$ cat src/rtl/dram_refresh_sched.sv
// Refresh scheduler and command-port arbiter: times periodic refreshes, lets
// pending accesses postpone them up to a credit limit, then forces one.
module dram_refresh_sched #(
  parameter int REFRESH_INTERVAL = 780,
  parameter int MAX_POSTPONE     = 8,
  parameter int REFRESH_CYCLES   = 16,
  parameter int NUM_OF_ROWS      = 128
) (
  input  logic                               clk,
  input  logic                               rst_b,
  input  logic                               acc_req,
  input  logic                               acc_busy,
  output logic                               acc_grant,
  output logic                               cmd_req,
  input  logic                               cmd_ack,
  output logic [1:0]                         cmd,
  output logic [$clog2(NUM_OF_ROWS)-1:0]     ref_row,
  output logic                               refresh_flag,
  output logic [$clog2(MAX_POSTPONE+1)-1:0]  pending_cnt,
  output logic                               ref_overrun
);

  localparam int INT_W  = $clog2(REFRESH_INTERVAL);
  localparam int RFC_W  = (REFRESH_CYCLES > 1) ? $clog2(REFRESH_CYCLES) : 1;
  localparam int ROW_W  = $clog2(NUM_OF_ROWS);
  localparam int PEND_W = $clog2(MAX_POSTPONE + 1);

  localparam logic [INT_W-1:0]  INT_LOAD  = INT_W'(REFRESH_INTERVAL - 1);
  localparam logic [RFC_W-1:0]  RFC_LOAD  = RFC_W'(REFRESH_CYCLES - 1);
  localparam logic [ROW_W-1:0]  ROW_LAST  = ROW_W'(NUM_OF_ROWS - 1);
  localparam logic [PEND_W-1:0] PEND_MAX  = PEND_W'(MAX_POSTPONE);

  typedef enum logic [2:0] {
    IDLE,
    GRANT,
    DRAIN,
    REF_REQ,
    REF_WAIT,
    REF_DONE
  } state_t;

  state_t            state;
  state_t            next_state;
  logic [INT_W-1:0]  interval_cnt;
  logic [RFC_W-1:0]  rfc_cnt;
  logic              tick;
  logic              done;
  logic              urgent;
  logic              enter_req;

  assign tick      = (interval_cnt == '0);
  assign done      = (state == REF_DONE) && !cmd_ack;
  assign urgent    = (pending_cnt == PEND_MAX);
  assign enter_req = (next_state == REF_REQ) && (state != REF_REQ);

  // Free-running interval timer; keeps counting through refreshes.
  always_ff @(posedge clk or negedge rst_b) begin
    if (!rst_b) begin
      interval_cnt <= INT_LOAD;
    end else if (tick) begin
      interval_cnt <= INT_LOAD;
    end else begin
      interval_cnt <= interval_cnt - 1'b1;
    end
  end

  always_ff @(posedge clk or negedge rst_b) begin
    if (!rst_b) begin
      rfc_cnt <= '0;
    end else if ((state == REF_REQ) && cmd_ack) begin
      rfc_cnt <= RFC_LOAD;
    end else if ((state == REF_WAIT) && (rfc_cnt != '0)) begin
      rfc_cnt <= rfc_cnt - 1'b1;
    end
  end

  // A tick and a completion in the same cycle cancel, so no overrun there.
  always_ff @(posedge clk or negedge rst_b) begin
    if (!rst_b) begin
      pending_cnt <= '0;
      ref_overrun <= 1'b0;
    end else if (tick && !done) begin
      if (urgent) begin
        ref_overrun <= 1'b1;
      end else begin
        pending_cnt <= pending_cnt + 1'b1;
      end
    end else if (done && !tick && (pending_cnt != '0)) begin
      pending_cnt <= pending_cnt - 1'b1;
    end
  end

  always_ff @(posedge clk or negedge rst_b) begin
    if (!rst_b) begin
      ref_row <= '0;
    end else if (done) begin
      ref_row <= (ref_row == ROW_LAST) ? '0 : ref_row + 1'b1;
    end
  end

  always_ff @(posedge clk or negedge rst_b) begin
    if (!rst_b) begin
      state        <= IDLE;
      refresh_flag <= 1'b0;
    end else begin
      state        <= next_state;
      refresh_flag <= enter_req;
    end
  end

  // Outputs decode only the state register, so grant and request stay exclusive.
  always_comb begin
    next_state = state;
    acc_grant  = 1'b0;
    cmd_req    = 1'b0;
    unique case (state)
      IDLE: begin
        if (urgent || ((pending_cnt != '0) && !acc_req)) begin
          next_state = REF_REQ;
        end else if (acc_req) begin
          next_state = GRANT;
        end
      end
      GRANT: begin
        acc_grant = 1'b1;
        if (urgent) begin
          next_state = DRAIN;
        end else if (!acc_req && !acc_busy) begin
          next_state = IDLE;
        end
      end
      DRAIN: begin
        if (!acc_busy) begin
          next_state = REF_REQ;
        end
      end
      REF_REQ: begin
        cmd_req = 1'b1;
        if (cmd_ack) begin
          next_state = REF_WAIT;
        end
      end
      REF_WAIT: begin
        cmd_req = 1'b1;
        if (rfc_cnt == '0) begin
          next_state = REF_DONE;
        end
      end
      REF_DONE: begin
        if (!cmd_ack) begin
          next_state = IDLE;
        end
      end
      default: next_state = IDLE;
    endcase
  end

  assign cmd = cmd_req ? 2'b11 : 2'b00;

endmodule

$ cat config.mk
export PLATFORM = sky130hd
export DESIGN_NAME = dram_refresh_sched
export DESIGN_NICKNAME = d
export VERILOG_FILES = /design/src/rtl/dram_refresh_sched.sv
export SDC_FILE = /design/constraint.sdc
export NUM_CORES = 1
export LEC_CHECK = 0
export BUFFER_PORTS_ARGS = -buffer_cell sky130_fd_sc_hd__buf_4
export CAP_MARGIN = 30
export CORE_MARGIN = 8
export CORE_UTILIZATION = 35
export CTS_CLUSTER_DIAMETER = 80
export DETAILED_ROUTE_END_ITERATION = 10
export MAX_ROUTING_LAYER = met4
export PLACE_DENSITY_LB_ADDON = 0.08
export SETUP_SLACK_MARGIN = 0.4
export SLEW_MARGIN = 30
export SYNTH_ARGS = -nofsm -noshare
export SYNTH_HDL_FRONTEND = slang
export SYNTH_SLANG_ARGS = --single-unit
$ cat constraint.sdc
create_clock -name clk -period 3 [get_ports clk]
set_clock_uncertainty 0.1 [all_clocks]
set_input_delay 0.3 -clock clk [delete_from_list [all_inputs] [get_ports clk]]
set_output_delay 0.3 -clock clk [all_outputs]
set_load 0.05 [all_outputs]
### After elaboration in Yosys (flattened, before gate mapping)

Index checks and enable logic that the tools add are counted.

* $add $sub $neg: 5
* equal/unequal tests: 10
* mux-type cells: 19
* reduce and logical (&&, ||, !) cells: 25

Operators with widths (number)
* $mux W3: 8
* $mux W4: 5
* $pmux W3 S6: 1
* $logic_not A10 Y1: 1
* $mux W10: 1
* $sub A10 B1 Y10 const B: 1
* $eq A3 B2 Y1 const B: 3
* $logic_and A1 B1 Y1: 9
* $reduce_bool A4 Y1: 2
* $sub A4 B1 Y4 const B: 2
* $add A7 B1 Y7 const B: 1
* $eq A7 B7 Y1 const B: 1
* $mux W7: 1
* $eq A3 B3 Y1 const B: 2
* $logic_not A1 Y1: 5
* $add A4 B1 Y4 const B: 1
* $eq A4 B4 Y1 const B: 1
* $logic_not A4 Y1: 1
* $reduce_and A2 Y1: 2
* $reduce_bool A2 Y1: 2
* $eq A3 B1 Y1 const B: 1
* $logic_not A3 Y1: 1
* $ne A3 B2 Y1 const B: 1
* $mux W1: 2
* 4 further kinds: 4

* flip-flop bits (word level): 30
* bits of input ports: 5
* output and inout bits: 17
* word-level logic and storage cells: 66

### Logic depth before layout (Yosys ltp)

Gate-level depths: netlist (run 1).

* word-level depth: 7
* gate-level depth with buffers: 9
* depth with buffers taken out: 9

### Least setup slack after synthesis (run 1)

No wires, ideal clock.

* path kind: register to register
* from: register interval_cnt[0]
* to: register pending_cnt[3]
* setup time: 132 ps
* data arrival time: 2105 ps
* data required time: 2768 ps
* slack: 663 ps
* cell stages (with the launch flop): 10
* path buffers: 0
* clock period less this slack: 2337 ps
* cells stage by stage: dfstp_2 inv_1 ha_1 nor4b_2 nand4_1 ha_1 a21o_1 a21oi_1 a31o_2 o211ai_1

* word-level cells in the longest chain between the ends: 6
* elaborated cells on any way between the ends: 9
* classes of those cells: 1 x eq/ne; 1 x mux; 7 x reduce/logical

Ends and longest elaborated chain
* from (decl): RTL line 44 `logic [INT_W-1:0] interval_cnt;`
* from (signal assigned): RTL line 63 `interval_cnt <= interval_cnt - 1'b1;`
* $logic_not A10 Y1 (*): RTL line 51 `assign tick = (interval_cnt == '0);`
* $logic_not A1 Y1: RTL line 88 `end else if (done && !tick && (pending_cnt != '0)) begin`
* $logic_and A1 B1 Y1 (2 in a row): RTL line 88
* $reduce_bool A2 Y1 (no source line)
* $reduce_and A2 Y1 (no source line)
* to (signal assigned): RTL line 86 `pending_cnt <= pending_cnt + 1'b1;`
* to (signal assigned): RTL line 89 `pending_cnt <= pending_cnt - 1'b1;`
* to (decl): RTL line 19 `output logic [$clog2(MAX_POSTPONE+1)-1:0] pending_cnt,`

Mark *: on every way between the ends. The rest lies on a longest branch, timed or not.
A chain may end at the register's enable or synchronous reset.

### Worst setup path in the final report (run 1)

Ends and elaborated chain as after synthesis.

==> run metrics, run 1 <==
Synth-to-Final Area Change=18.92%; Seq/Total Area, Yosys=44.55%; Synth Area per Inst=9.546 um^2; via-per-instance ratio=5.374; final worst slack=0.5716 ns; Rel. slew slack=55.98%; clock latency on the worst-skew pair=0.27 ns; Max-Cap Viols=0; Net Count, Synth=189; RSZ-0062 raised after global routing=no; reg2reg start=interval_cnt[0]; core footprint=4692 um^2; period utilization=80.95%; Mapped Cells=178; Initial Utilization=36.21%; Vias=1,381; number of global-route vias before repair=1,402; diodes inserted=0; measured slew at the worst slew-check pin=0.6553 ns; Top Metal Used=met4; Post-Syn Area=1699 um^2; Crit Path Class=flip-flop to flip-flop; non-filler cells, final=257; Worst-path clk slew=0.06 ns; I/O Pins=22; row count=25; # clock sinks=30; Routability Congestion=0.8192; Reg2Reg Depth=9; Hold Path Sink=state[1]; #FFs+latches synth=30; antenna-violating nets left=0; met2 wire length=1706 um; Sequential Power Share=35.3%; H-tree depth=2; Die ar.=7340 um^2; Pwr Density=847.9 nW/um^2; status=completed; final WL=3781 um; clock share of power=19.3%; Buffers on Ports=21; Metal-1 WL=1858 um; Final Hold Vio Count=0; Worst Hold Path Cells=3; chip height=85.68 um; worst path bufs/invs=2; CTS tree=done; Pins Over Slew Limit=0; drt pass-1 iters=4; wire per inst=14.71 um; CP most frequent cell=ha_1; CP arrival=2.48 ns; R2R setup slack=0.57 ns; Worst Path Max Fanout=4; CTS Root Cell=clkbuf_8; initial antenna violation count=0; Largest stage delay, worst path=0.38 ns; Filler cells=482; synth unique cells=46; setup tns final=0 ns; global-route wire length before repair=6658 um; Worst Hold Class=input pin to flip-flop; hpwl dp=2720 um; delay-heaviest family, CP=simple AND/OR/NAND/NOR gates; CTS max path bufs=2; element type at the critical path start=flip-flop; Total GRT Usage=11.48%; nets@finish=213; Top FF cell, synth=dfrtp_1; post-layout minimum cycle time=2.428 ns; Warnings, synthesis=0; fmax=411.8 MHz; crit end category=flip-flop; Slowest-stage cell, CP=dfstp_2; Leak Pwr=0.0008978 uW; Switching Fraction=45.55%; drt drc=0; FFs w/ async S/R, synth=100.0%; Hold Startpoint=cmd_ack; Required @ worst endpoint=3.05 ns; metal3 WL=167 um; dpl cells=246; TritonCTS Buffers=5; layout cells sized above 1=20.69%; Internal=932.8 uW; final setup fails=0; critical-path cell list=inv_1 -> ha_1 -> nor4b_4 -> nand4_1 -> buf_4 -> ha_1 -> a21oi_1 -> a31o_2 -> o211ai_1; Post-synth EDFFs=0; largest net degree at the start of global routing=31; Die W=85.68 um; gr ovfl total=0; Sw Pwr=780.5 uW; pre-CTS WS=0.3942 ns; combinational power share=45.4%; RR Endpoint=pending_cnt[3]; Peak supply drop=0.0002993 V; Starting DRT DRC Count=93
## per-layer routing
layer / track usage (%) / up-vias
li1: - / 695
met1: 14.23 / 660
met2: 16.85 / 21
met3: 3.438 / 5
met4: 5.096 / 0
met5: - / -
## synth_stat cells, types with 4 or more instances
cell,instances,area [um^2]
o21ai_0,9,45.04
nand4_1,4,25.02
a21oi_1,10,50.05
dfstp_2,5,131.4
nand3_1,9,45.04
nor3_1,8,40.04
nor2_1,14,52.55
ha_1,5,62.56
dfrtp_1,25,625.6
inv_1,7,26.28
clkbuf_1,5,18.77
nand2_1,19,71.32
xnor2_1,7,61.31
## cells by family after synthesis
| logic type | after synthesis | share of synthesized area (%) |
|---|---|---|
| AO/OA/AOI/OAI | 37 | 13.48 |
| XOR/XNOR | 10 | 5.155 |
| adder cells (fa/ha/maj) | 6 | 4.860 |
| buffers and inverters | 15 | 4.197 |
| flip-flops | 30 | 44.55 |
| multiplexers | 3 | 1.767 |
| AND/OR/NAND/NOR | 77 | 25.99 |
## flip-flops by register name (all words and copies together) (netlist names)
name / flops
interval_cnt: 10
ref_overrun: 1
refresh_flag: 1
pending_cnt: 4
rfc_cnt: 4
ref_row: 7
state: 3
## timing repair
item / in CTS / in global routing
setup buffers: 2 / 0
setup endpoints to repair: 1 / 1
hold buffers: 1 / 0
pin swaps: 1 / 0
endpoints found under the hold margin: 25 / 0
resized for setup: 0 / 2
## cell type report
class / instances / area [um^2] / share of cell area, %
Sequential cell: 30 / 757.0 / 37.46
Tap cell: 54 / 67.56 / 3.344
Multi-Input combinational cell: 133 / 888.4 / 43.96
Clock inverter: 1 / 5.005 / 0.2477
Timing Repair Buffer: 25 / 190.2 / 9.412
Clock buffer: 7 / 86.33 / 4.272
Inverter: 7 / 26.28 / 1.300
## worst register-to-register path: cells and delay by family, from the launching register on
| kind | cells | cell delay [ns] |
|---|---|---|
| AOI/OAI and AO/OA | 3 | 0.52 |
| adders and majority gates | 2 | 0.52 |
| buffers and inverters | 2 | 0.26 |
| DFF | 1 | 0.38 |
| and+or+nand+nor | 2 | 0.53 |
## power by group through the flow
stage	logic (uW)	clock network (uW)	registers [uW]
2_1_floorplan	501	0	690
3_3_place_gp	772	0	606
3_5_place_dp	783	0	610
4_1_cts	786	346	604
5_1_grt	855	360	626
6_report	778	331	604
## through the flow
step                power [uW]  hold slack [ns]  cell area, um^2  utilization, %
floorplan                 1191         -0.09559             1699               -
global placement          1378           0.1520             1887           40.21
detailed placement        1393           0.1614             1887           40.21
CTS                       1736           0.2305             2003           42.69
global route              1841           0.2761             2021           43.07
finish                    1713           0.2356             2021           43.07
## how the worst max path moves through the flow
stage	start	end	slack, ns	depth (start not counted)
floorplan	interval_cnt[0]	pending_cnt[3]	0.66	9
global placement	interval_cnt[0]	pending_cnt[3]	0.54	9
detailed placement	interval_cnt[0]	pending_cnt[3]	0.39	9
CTS	interval_cnt[0]	pending_cnt[3]	0.54	9
global route	interval_cnt[0]	pending_cnt[3]	0.39	9
finish	interval_cnt[0]	pending_cnt[3]	0.57	9
## cell usage in the layout (no fill, tap or decap), types with 3 or more instances in the layout
cell,Yosys,layout
a21o_1,3,3
a21oi_1,10,10
buf_4,2,24
clkbuf_8,0,6
dfrtp_1,25,25
dfstp_2,5,5
ha_1,5,5
inv_1,7,7
mux2i_1,3,3
nand2_1,19,19
nand2b_1,3,3
nand3_1,9,9
nand4_1,4,4
nor2_1,14,14
nor3_1,8,8
o211ai_1,3,3
o21ai_0,9,9
xnor2_1,7,7
xor2_1,3,3
Power figures use the tool's default switching activity.
==> run 2, diff against run 1 <==
==> constraint.sdc (replaced) <==
create_clock -name clk -period 2.4 [get_ports clk]
set_clock_uncertainty 0.1 [all_clocks]
set_input_delay 0.24 -clock clk [delete_from_list [all_inputs] [get_ports clk]]
set_output_delay 0.24 -clock clk [all_outputs]
set_load 0.05 [all_outputs]
==> run 2 against run 1 <==
- combinational power rose by 45%
- via count rose by 4.2%
- clock power rose by 26%
- sequential share of layout area fell by 2.3 points
- hold slack got worse by 0.052 ns
- largest cell class unchanged
==> run metrics, run 2 (synthesized netlist as in run 1, its figures left out) <==
Rel. slew slack=69.11% (+13 points); WP depth=9 (unchanged); wire per inst=14.81 um (+0.68%); via-per-instance ratio=5.390 (+0.30%); most common cell after layout, fill and taps aside=buf_4; final setup fails=0 (unchanged); Initial Utilization=36.21% (unchanged); Pwr Density=1048 nW/um^2 (+24%); worst path bufs/invs=2 (unchanged); met3 global-route usage=3.247% (-0.19 points); layout cells sized above 1=29.58% (+8.9 points); Most Used Layer, Global Route=met2; Routability Congestion=0.7730 (-5.6%); drt drc=0 (unchanged); measured slew at the worst slew-check pin=0.4634 ns (-0.1919 ns); hpwl dp=2862 um (+5.2%); chip height=85.68 um (unchanged); Worst Path Max Fanout=4 (unchanged); Synth-to-Final Area Change=26.80%; Slowest-stage cell, CP=dfstp_2; initial antenna violation count=0 (unchanged); Final Hold Vio Count=0 (unchanged); Peak supply drop=0.0005100 V (+70%); Crit Path Class=flip-flop to flip-flop; CP most frequent cell=ha_4; Vias=1,439 (+4.2%); Largest register FFs=10 (unchanged); crit end category=flip-flop; fmax=495.0 MHz (+20%); critical-path cell list=inv_2 -> ha_4 -> nor4b_4 -> nand4_1 -> buf_4 -> ha_4 -> a21oi_4 -> or3_1 -> o211ai_1; Die ar.=7340 um^2 (unchanged); clock latency on the worst-skew pair=0.28 ns (about the same); drt pass-1 iters=4 (unchanged); M2 GR Usage=18.34% (+1.5 points); Reg with most FFs=interval_cnt; Die W=85.68 um (unchanged); Worst Hold Class=input pin to flip-flop; largest net degree at the start of global routing=31 (unchanged); routing usage on met1=14.89% (+0.66 points); core footprint=4692 um^2 (unchanged); gr ovfl total=0 (unchanged); I/O Pins=22 (unchanged); period utilization=84.18% (+3.2 points); final WL=3955 um (+4.6%); Required @ worst endpoint=2.50 ns (-0.55 ns); element type at the critical path start=flip-flop; Reg2Reg Depth=9 (unchanged); biggest regs=interval_cnt: 10 flops, ref_row: 7 flops; Worst Hold Path Cells=3 (unchanged); Starting DRT DRC Count=109 (+17%); Fin Hold WS=0.1832 ns (-0.05244 ns); Worst-path clk slew=0.07 ns (about the same); delay-heaviest family, CP=simple AND/OR/NAND/NOR gates; CTS tree=done; H-tree depth=2 (unchanged); antenna-violating nets left=0 (unchanged); TritonCTS Buffers=5 (unchanged); Buffers on Ports=21 (unchanged); Leak Pwr=0.0009456 uW (+5.3%); # clock sinks=30 (unchanged); post-layout minimum cycle time=2.020 ns (-0.4082 ns); Total GRT Usage=12.19% (+0.71 points); RSZ-0062 raised after global routing=yes; row count=25 (unchanged); CTS Root Cell=clkbuf_8; number of global-route vias before repair=1,462 (+4.3%); Power, Total=2257 uW (+32%); nets@finish=223 (+4.7%); status=completed; Pins Over Slew Limit=0 (unchanged); CTS max path bufs=2 (unchanged); commonest non-fill, non-tap cells in the layout=34 x buf_4, 25 x dfrtp_1, 19 x nand2_1; global-route wire length before repair=6969 um (+4.7%); diodes inserted=0 (unchanged); Max-Cap Viols=0 (unchanged); CP arrival=2.12 ns (-0.36 ns); setup tns final=0 ns (unchanged); Largest stage delay, worst path=0.38 ns (about the same)
==> run 2: changes by cell type in the layout (fill, tap and decap cells not counted), moves of 2 or more <==
cell / change
inv_2: +2
buf_4: +10
ha_1: -2
inv_1: -2
ha_4: +2
==> run 2: path summary, 6_finish.rpt <==
| check | start | end | slack, ns |
|---|---|---|---|
| min in group asynchronous | rst_b | pending_cnt[2] | 0.32 |
| hold / removal | cmd_ack | state[2] | 0.18 |
| max in group asynchronous | rst_b | interval_cnt[0] | 1.56 |
| setup reg to reg | interval_cnt[0] | pending_cnt[3] | 0.38 |
| setup / recovery | interval_cnt[0] | pending_cnt[3] | 0.38 |
| hold reg to reg | interval_cnt[0] | interval_cnt[0] | 0.37 |
==> run 2: final cells by class <==
cell class	count	area, um^2
Fill cell	459	2537
Tap cell	54	67.56
Sequential cell	30	757.0
Multi-Input combinational cell	133	947.2
Timing Repair Buffer	35	265.3
Inverter	7	26.28
Clock inverter	1	5.005
Clock buffer	7	86.33
==> run 2: tightest hold or removal path: stages <==
cell     delay [ns]
buf_4          0.13
nor2_1         0.07
o21ai_0        0.07
==> run 2: routing by layer <==
metal | wire (um) | up-vias
li1 | - | 714
met1 | 1856 | 692
met2 | 1883 | 26
met3 | 140 | 7
met4 | 75 | 0
met5 | 0 | -
==> run 2: what timing repair did <==
| action | in CTS | in global routing |
|---|---|---|
| setup endpoints to repair | 7 | 4 |
| cloned | 0 | 0 |
| setup buffers | 5 | 2 |
| pin swaps | 7 | 7 |
| endpoints found under the hold margin | 25 | 0 |
| hold buffers | 1 | 0 |
| gates resized for setup | 3 | 4 |
==> run 2: report_power, final <==
part           total, uW  switching, uW  leakage (uW)  internal (uW)
Sequential           710            110      0.000352            601
Clock                418            187     0.0000482            231
Combinational       1130            721      0.000545            408
==> run 2: per-stage QoR <==
stage          area [um^2]  utilization [%]  worst slack, ns  std cells
4_1_cts               2121            45.20           0.3258        265
6_report              2155            45.92           0.3798        267
5_1_grt               2155            45.92           0.1940        267
3_3_place_gp          1964            41.87           0.1684        251
3_5_place_dp          1964            41.87          0.07209        251
2_1_floorplan         1740                -           0.2576        178
